### src/rtl/spi_host_master.sv
// SPI mode-0 initiator: sends one command byte MSB first on MOSI and
// captures one response byte LSB first from MISO per transaction.
// All pins are registered and follow the FSM state by one clk cycle.
module spi_host_master #(
    parameter int CLK_DIV = 4
) (
    input  logic       clk,
    input  logic       n_rst,
    input  logic       start,
    input  logic [7:0] tx_data,
    input  logic       MISO,
    output logic       SCK,
    output logic       SS,
    output logic       MOSI,
    output logic [7:0] rx_data,
    output logic       rx_valid,
    output logic       busy
);

    localparam int            CW        = (CLK_DIV > 1) ? $clog2(CLK_DIV) : 1;
    localparam logic [CW-1:0] HALF_LAST = CW'(CLK_DIV - 1);

    typedef enum logic [2:0] {
        S_IDLE,
        S_SETUP,
        S_HIGH,
        S_LOW,
        S_HOLD,
        S_DONE
    } state_t;

    state_t        r_state;
    state_t        w_state_next;
    logic [CW-1:0] r_half_cnt;
    logic [2:0]    r_bit_cnt;
    logic          r_hold_ph;
    logic [7:0]    r_tx_sr;
    logic [7:0]    r_rx_sr;
    logic          r_sck;
    logic          r_ss;
    logic          r_mosi;
    logic [7:0]    r_rx_data;
    logic          r_rx_valid;
    logic          r_busy;
    logic          w_phase_end;
    logic          w_state_change;
    logic          w_sck_rise;
    logic          w_ss_active;

    assign w_phase_end    = (r_half_cnt == HALF_LAST);
    assign w_state_change = (w_state_next != r_state);
    // First cycle of HIGH is the edge on which SCK is driven 0 -> 1.
    assign w_sck_rise     = (r_state == S_HIGH) && (r_half_cnt == '0);
    assign w_ss_active    = (r_state != S_IDLE) && (r_state != S_DONE);

    // Next-state logic; HOLD spans two half-periods so SS stays low for a
    // full SCK period after the last falling edge.
    always_comb begin
        // NOTE: assign every always_comb output a default first so no path leaves it unassigned and infers a latch.
        w_state_next = r_state;
        case (r_state)
            S_IDLE:  if (start) w_state_next = S_SETUP;
            S_SETUP: if (w_phase_end) w_state_next = S_HIGH;
            S_HIGH:  if (w_phase_end) w_state_next = (r_bit_cnt == 3'd7) ? S_HOLD : S_LOW;
            S_LOW:   if (w_phase_end) w_state_next = S_HIGH;
            S_HOLD:  if (w_phase_end && r_hold_ph) w_state_next = S_DONE;
            S_DONE:  w_state_next = S_IDLE;
            default: w_state_next = S_IDLE;
        endcase
    end

    // State register.
    always_ff @(posedge clk or negedge n_rst) begin
        if (!n_rst) begin
            r_state <= S_IDLE;
        end else begin
            // NOTE: sequential state uses non-blocking assignments so every register samples pre-edge values.
            r_state <= w_state_next;
        end
    end

    // Half-period counter, HOLD phase flag and bit counter.
    always_ff @(posedge clk or negedge n_rst) begin
        if (!n_rst) begin
            r_half_cnt <= '0;
            r_hold_ph  <= 1'b0;
            r_bit_cnt  <= 3'd0;
        end else begin
            if (r_state == S_IDLE || w_state_change || w_phase_end)
                r_half_cnt <= '0;
            else
                r_half_cnt <= r_half_cnt + CW'(1);

            r_hold_ph <= (r_state == S_HOLD) ? (r_hold_ph ^ w_phase_end) : 1'b0;

            if (r_state == S_IDLE)
                r_bit_cnt <= 3'd0;
            else if (r_state == S_HIGH && w_state_next == S_LOW)
                r_bit_cnt <= r_bit_cnt + 3'd1;
        end
    end

    // Transmit and receive shift registers.
    always_ff @(posedge clk or negedge n_rst) begin
        if (!n_rst) begin
            r_tx_sr <= 8'h00;
            r_rx_sr <= 8'h00;
        end else begin
            if (r_state == S_IDLE && start)
                r_tx_sr <= tx_data;
            else if (r_state == S_HIGH && w_state_next == S_LOW)
                r_tx_sr <= {r_tx_sr[6:0], 1'b0};

            if (w_sck_rise)
                r_rx_sr <= {MISO, r_rx_sr[7:1]};
        end
    end

    // Registered pin and status outputs derived from the current state.
    always_ff @(posedge clk or negedge n_rst) begin
        if (!n_rst) begin
            r_sck      <= 1'b0;
            r_ss       <= 1'b1;
            r_mosi     <= 1'b0;
            r_rx_data  <= 8'h00;
            r_rx_valid <= 1'b0;
            r_busy     <= 1'b0;
        end else begin
            r_sck      <= (r_state == S_HIGH);
            r_ss       <= ~w_ss_active;
            r_mosi     <= w_ss_active ? r_tx_sr[7] : 1'b0;
            r_rx_valid <= (r_state == S_DONE);
            r_busy     <= (r_state != S_IDLE);
            if (r_state == S_DONE)
                r_rx_data <= r_rx_sr;
        end
    end

    assign SCK      = r_sck;
    assign SS       = r_ss;
    assign MOSI     = r_mosi;
    assign rx_data  = r_rx_data;
    assign rx_valid = r_rx_valid;
    assign busy     = r_busy;

endmodule

### config.mk
export PLATFORM = sky130hd
export DESIGN_NAME = spi_host_master
export DESIGN_NICKNAME = d
export VERILOG_FILES = /design/src/rtl/spi_host_master.sv
export SDC_FILE = /design/constraint.sdc
export NUM_CORES = 1
export LEC_CHECK = 0
export ABC_AREA = 1
export BUFFER_PORTS_ARGS = -buffer_cell sky130_fd_sc_hd__clkbuf_2
export CORE_MARGIN = 2
export CORE_UTILIZATION = 30
export CTS_CLUSTER_DIAMETER = 120
export CTS_CLUSTER_SIZE = 28
export DETAILED_ROUTE_END_ITERATION = 8
export PLACE_DENSITY = 0.58
export SLEW_MARGIN = 20
export SYNTH_ARGS = -nofsm -noshare
export SYNTH_HDL_FRONTEND = slang
export SYNTH_SLANG_ARGS = --single-unit
### constraint.sdc
create_clock -name clk -period 2.1 [get_ports clk]
set_input_delay 0.21 -clock clk [delete_from_list [all_inputs] [get_ports clk]]
set_output_delay 0.21 -clock clk [all_outputs]
set_load 0.02 [all_outputs]
# [Word level (Yosys, flattened, before mapping)]
# Cells that the tools add are included.
# W data, S select, Z words.
[op_classes] n_addsub=2 eq_ne=10 n_mux=13 n_bitwise=2 n_reduce_logical=13
[op_table] op="$mux W3" count=7
[op_table] op="$mux W8" count=2
[op_table] op="$pmux W3 S4" count=1
[op_table] op="$eq A3 B2 Y1 const B" count=3
[op_table] op="$eq A3 B3 Y1 const B" count=3
[op_table] op="$logic_and A1 B1 Y1" count=5
[op_table] op="$reduce_bool A2 Y1" count=2
[op_table] op="$add A3 B1 Y3 const B" count=1
[op_table] op="$eq A3 B1 Y1 const B" count=1
[op_table] op="$logic_not A3 Y1" count=1
[op_table] op="$ne A3 B3 Y1" count=1
[op_table] op="$ne A3 B3 Y1 const B" count=1
[op_table] op="$reduce_bool A3 Y1" count=1
[op_table] op="$add A2 B1 Y2 const B" count=1
[op_table] op="$eq A2 B2 Y1 const B" count=1
[op_table] op="$logic_not A2 Y1" count=1
[op_table] op="$logic_or A1 B1 Y1" count=2
[op_table] op="$mux W1" count=2
[op_table] op="$mux W2" count=1
[op_table] op="$reduce_or A2 Y1" count=1
[op_table] op="$not A1 Y1" count=1
[op_table] op="$xor A1 B1 Y1" count=1
[totals] reg_bits=38 inputBits=12 out_inout_bits=13 wordCells=52

# [Depth between registers and ports, before layout]
[logic_depth] word_depth=8 depth_mapped=10 ltp_nobuf=10

# [Worst setup path after synthesis]
# No wires, ideal clock.
[synth_timing] path_kind="reg2reg" start="register r_bit_cnt[0]" end="register r_half_cnt[0]" setup_time_ps=120 arrival_time_ps=1330 required_time_ps=1980 slack_ps=650 path_stages_with_launch=11 n_path_buf=0 synth_period_minus_slack_ps=1450 path_cell_list="dfrtp_1 ha_1 ha_1 inv_1 nand2_1 nor2_8 nor2_1 nand3_1 nand2_1 nand2_1 nor2_1"
[synth_via] elab_chain_cells=8
[synth_rtl] item="start: declaration" line="35" rtl="logic [2:0] r_bit_cnt;"
[synth_rtl] item="start signal: assignment" line="99" rtl="r_bit_cnt <= r_bit_cnt + 3'd1;"
[synth_rtl] item="$eq A3 B3 Y1" line="64" rtl="S_HIGH: if (w_phase_end) w_state_next = (r_bit_cnt == 3'd7) ? S_HOLD : S_LOW;"
[synth_rtl] item="$mux W3 (2 in a row)" line="64"
[synth_rtl] item="$pmux W3 S4" line="61" rtl="case (r_state)"
[synth_rtl] item="$ne A3 B3 Y1" line="51" rtl="assign w_state_change = (w_state_next != r_state);"
[synth_rtl] item="$logic_or A1 B1 Y1 (2 in a row)" line="89" rtl="if (r_state == S_IDLE || w_state_change || w_phase_end)"
[synth_rtl] item="$mux W2" line="89"
[synth_rtl] item="end signal: assignment" line="92" rtl="r_half_cnt <= r_half_cnt + CW'(1);"
[synth_rtl] item="end: declaration" line="34" rtl="logic [CW-1:0] r_half_cnt;"
# Every way passes these cells.
# A chain may end at the register's enable or synchronous reset.

# [Worst setup path after layout]
# Ends and elaborated chain as after synthesis.

==> key figures <==
Drt
  • WL per Instance: 10.13 um
  • Vias per cell: 4.186
  • DRC: 0
  • WL final: 2.888 mm
  • Routed Antenna Nets: 0
  • TritonRoute pass-1 iters: 6
  • 1st-iter DRT viols: 58
  • Via count: 1193

Final layout
  • Nets: 230
  • Layout cells sized above 1: 0.2958
  • P&R area growth vs syn: 20.14%
  • # diodes: 0

Logic synthesis
  • Area share of the largest cell type after synthesis: 0.5324
  • Post-synthesis mux area share: 0
  • Top post-synthesis cells by area: dfrtp_1, nand2_1, ha_1
  • Top_reg_cell synth: dfrtp_1
  • Register area share after synthesis: 0.5475
  • Synth Area in XOR/XNOR: 0
  • Main combinational cell family by area after synthesis: simple AND/OR/NAND/NOR gates
  • Cell Area, Synth: 1739 um2
  • Synth Area in Adders: 0.04317
  • EDFF count, synth: 0
  • Asr flop ratio synth: 1.000
  • Synth Area in Compound Gates: 0.1036
  • YS warnings: 0
  • Simple-gate share of the synthesized area: 0.2295
  • Yosys cell types: 26
  • Post-Syn Area per Cell: 9.662 um2
  • FF+latch count, synth: 38
  • Post-synth top cells: nand2_1, dfrtp_1, inv_1, o21ai_1
  • Synth area leader: dfrtp_1
  • Synthesized instance count: 180
  • Syn nets: 198
  • Most frequent cell after synthesis: nand2_1

Timing
  • Relative slew margins: 0.7697
  • Measured slew at the worst slew-check pin: 0.3454 ns
  • Max Clk Rate: 642.9 MHz
  • Skew final: 0.006014 ns
  • Final setup fails: 0
  • Max Slew Vio Count: 0
  • Final Hold Slack: 0.1405 ns
  • Final hold vios: 0
  • Fin crit period: 1.555 ns
  • Final period util: 0.7407
  • Final setup TNS: 0 ns
  • RSZ-0062 raised after global routing: no

Placed design
  • DP HPWL: 2.186 mm
  • # port buffers: 24
  • Final GP Congestion: 0.7963

Setup path
  • CP max FO: 8
  • Critical Setup Path Class: register to register
  • Buf/Inv on CP: 1
  • Startpoint types: register
  • Cell family with most CP delay: simple AND/OR/NAND/NOR gates
  • Worst path cell trace: ha_1 > ha_1 > inv_1 > nand2_1 > nor2_8 > nor2_1 > nand3_1 > nand2_1 > nand2_1 > nor2_1
  • Max stage delay on crit path: 0.38 ns
  • Most used cell, CP: nand2_1
  • CP Data Arrival Time: 1.74 ns
  • CP Capture Type: register
  • Data required, critical path: 2.28 ns
  • CP max stage cell: dfrtp_1

Clocking
  • Clock Pin Slew Worst Setup and Hold Paths: 0.08 ns
  • CTS tree: yes
  • Inserted Clock Buffers: 5
  • Clock root buffer: clkbuf_8
  • Clk Latency, worst-skew pair: 0.29 ns
  • Sink Count: 38
  • Htree depth: 2
  • Clk buf depth: 2

Global route
  • First-pass GRT wire length: 5.216 mm
  • Largest net degree at the start of global routing: 18
  • Vias in the first global route: 1160
  • Gr ovfl total: 0
  • Total Routing Usage GR: 0.1062
  • Initial antenna violation count: 0

Pwr
  • Total power: 1521 uW
  • Clock Power Share: 0.486
  • P_int: 1229 uW
  • P_sw: 291.8 uW
  • Max VDD drop: 0.3271 mV
  • Sw frac: 0.1919
  • Sequential power share: 0.487
  • Combinational Power Share: 0.027
  • PwrDens: 727.8 nW/um2
  • P_leak: 0.001060 uW

Floorplan
  • Die X: 80.14 um
  • I/O pin cnt: 25
  • Die Ht: 80.14 um
  • Die area: 6422 um2
  • Site Rows: 27
  • Initial Util: 0.3139
  • CORE AREA: 5540 um2

Flow run
  • Total of max-cap violations: 0

Status
  • Outcome: complete, no violations

Worst hold path
  • Worst hold path class: input pin to register
[kinds of logic (layout without fill, tap and decap cells)]
| family | count (synthesis) | count (layout) |
|---|---|---|
| fa+ha+maj | 6 | 6 |
| simple gates | 78 | 78 |
| buf+inv | 30 | 63 |
| flops | 38 | 38 |
| compound gates | 28 | 28 |
[sequential cells by signal (all words and copies together), names as in the netlist, 2 cells and up]
register,flops
r_bit_cnt,3
r_half_cnt,2
r_rx_sr,8
r_state,3
r_tx_sr,8
rx_data,8
[worst min-delay path: stages]
cell and delay [ns]:
clkbuf_2 0.07, nand2_1 0.04, nand3_1 0.07
[metal layers]
layer | GRT usage | share of wire | vias up
met5 | 0 | 0 | -
met4 | 0.03051 | 0.012 | 0
met3 | 0.04494 | 0.052 | 5
met2 | 0.1575 | 0.42 | 25
met1 | 0.1412 | 0.52 | 530
li1 | - | - | 633
[final timing paths]
path | from | to | slack [ns] | cells after the start
worst max-delay path | r_bit_cnt[0] | r_half_cnt[0] | 0.54 | 10
worst min-delay path | tx_data[5] | r_tx_sr[5] | 0.14 | 3
worst max register to register | r_bit_cnt[0] | r_half_cnt[0] | 0.54 | 10
worst min register to register | rx_data[0] | rx_data[0] | 0.47 | 2
max in group asynchronous | n_rst | r_tx_sr[5] | 1.22 | 3
min in group asynchronous | n_rst | rx_data[2] | 0.34 | 2
[final cells by class]
| cell class | instances | area (um2) |
|---|---|---|
| Clock buffer | 5 | 68.82 |
| Clock inverter | 3 | 68.82 |
| Fill cell | 574 | 3451 |
| Inverter | 28 | 110.1 |
| Multi-Input combinational cell | 112 | 654.4 |
| Sequential cell | 38 | 952.2 |
| Tap cell | 72 | 90.09 |
| Timing Repair Buffer | 27 | 145.1 |
[per-stage QoR]
| step | setup WS (ns) | area [um2] | util | std cells |
|---|---|---|---|---|
| 2_1_floorplan | 0.6497 | 1739 | - | 180 |
| 3_3_place_gp | 0.5937 | 1942 | 0.3505 | 276 |
| 3_5_place_dp | 0.5431 | 1942 | 0.3505 | 276 |
| 4_1_cts | 0.5374 | 2090 | 0.3771 | 285 |
| 5_1_grt | 0.4137 | 2090 | 0.3771 | 285 |
| 6_report | 0.5446 | 2090 | 0.3771 | 285 |
[power by group through the flow]
stage	sequential (uW)	combinational [uW]	clock (uW)
2_1_floorplan	755	10.7	0
3_3_place_gp	755	40.8	0
3_5_place_dp	755	41.1	0
4_1_cts	741	42.8	762
5_1_grt	742	47.7	799
6_report	741	40.7	739
[layout by cell type, fill, tap and decap left out, types with 2 or more instances in the layout]
master	Yosys	layout
o21ai_1	15	15
o21ai_2	7	7
inv_1	20	20
nand2_2	4	4
dfrtp_1	37	37
o21ai_0	2	2
buf_4	0	2
nand3_4	2	2
nand3_1	11	11
clkbuf_2	0	24
nand4_1	2	2
nor2_1	11	11
clkbuf_8	0	5
ha_1	6	6
inv_2	6	6
bufinv_16	0	2
inv_4	2	2
nand2_1	42	42
[what timing repair did]
action,in CTS,in global routing
gates resized for setup,0,0
hold endpoints to repair,11,0
hold buffers,1,0
setup buffers,0,0
Power figures use the tool's default switching activity.
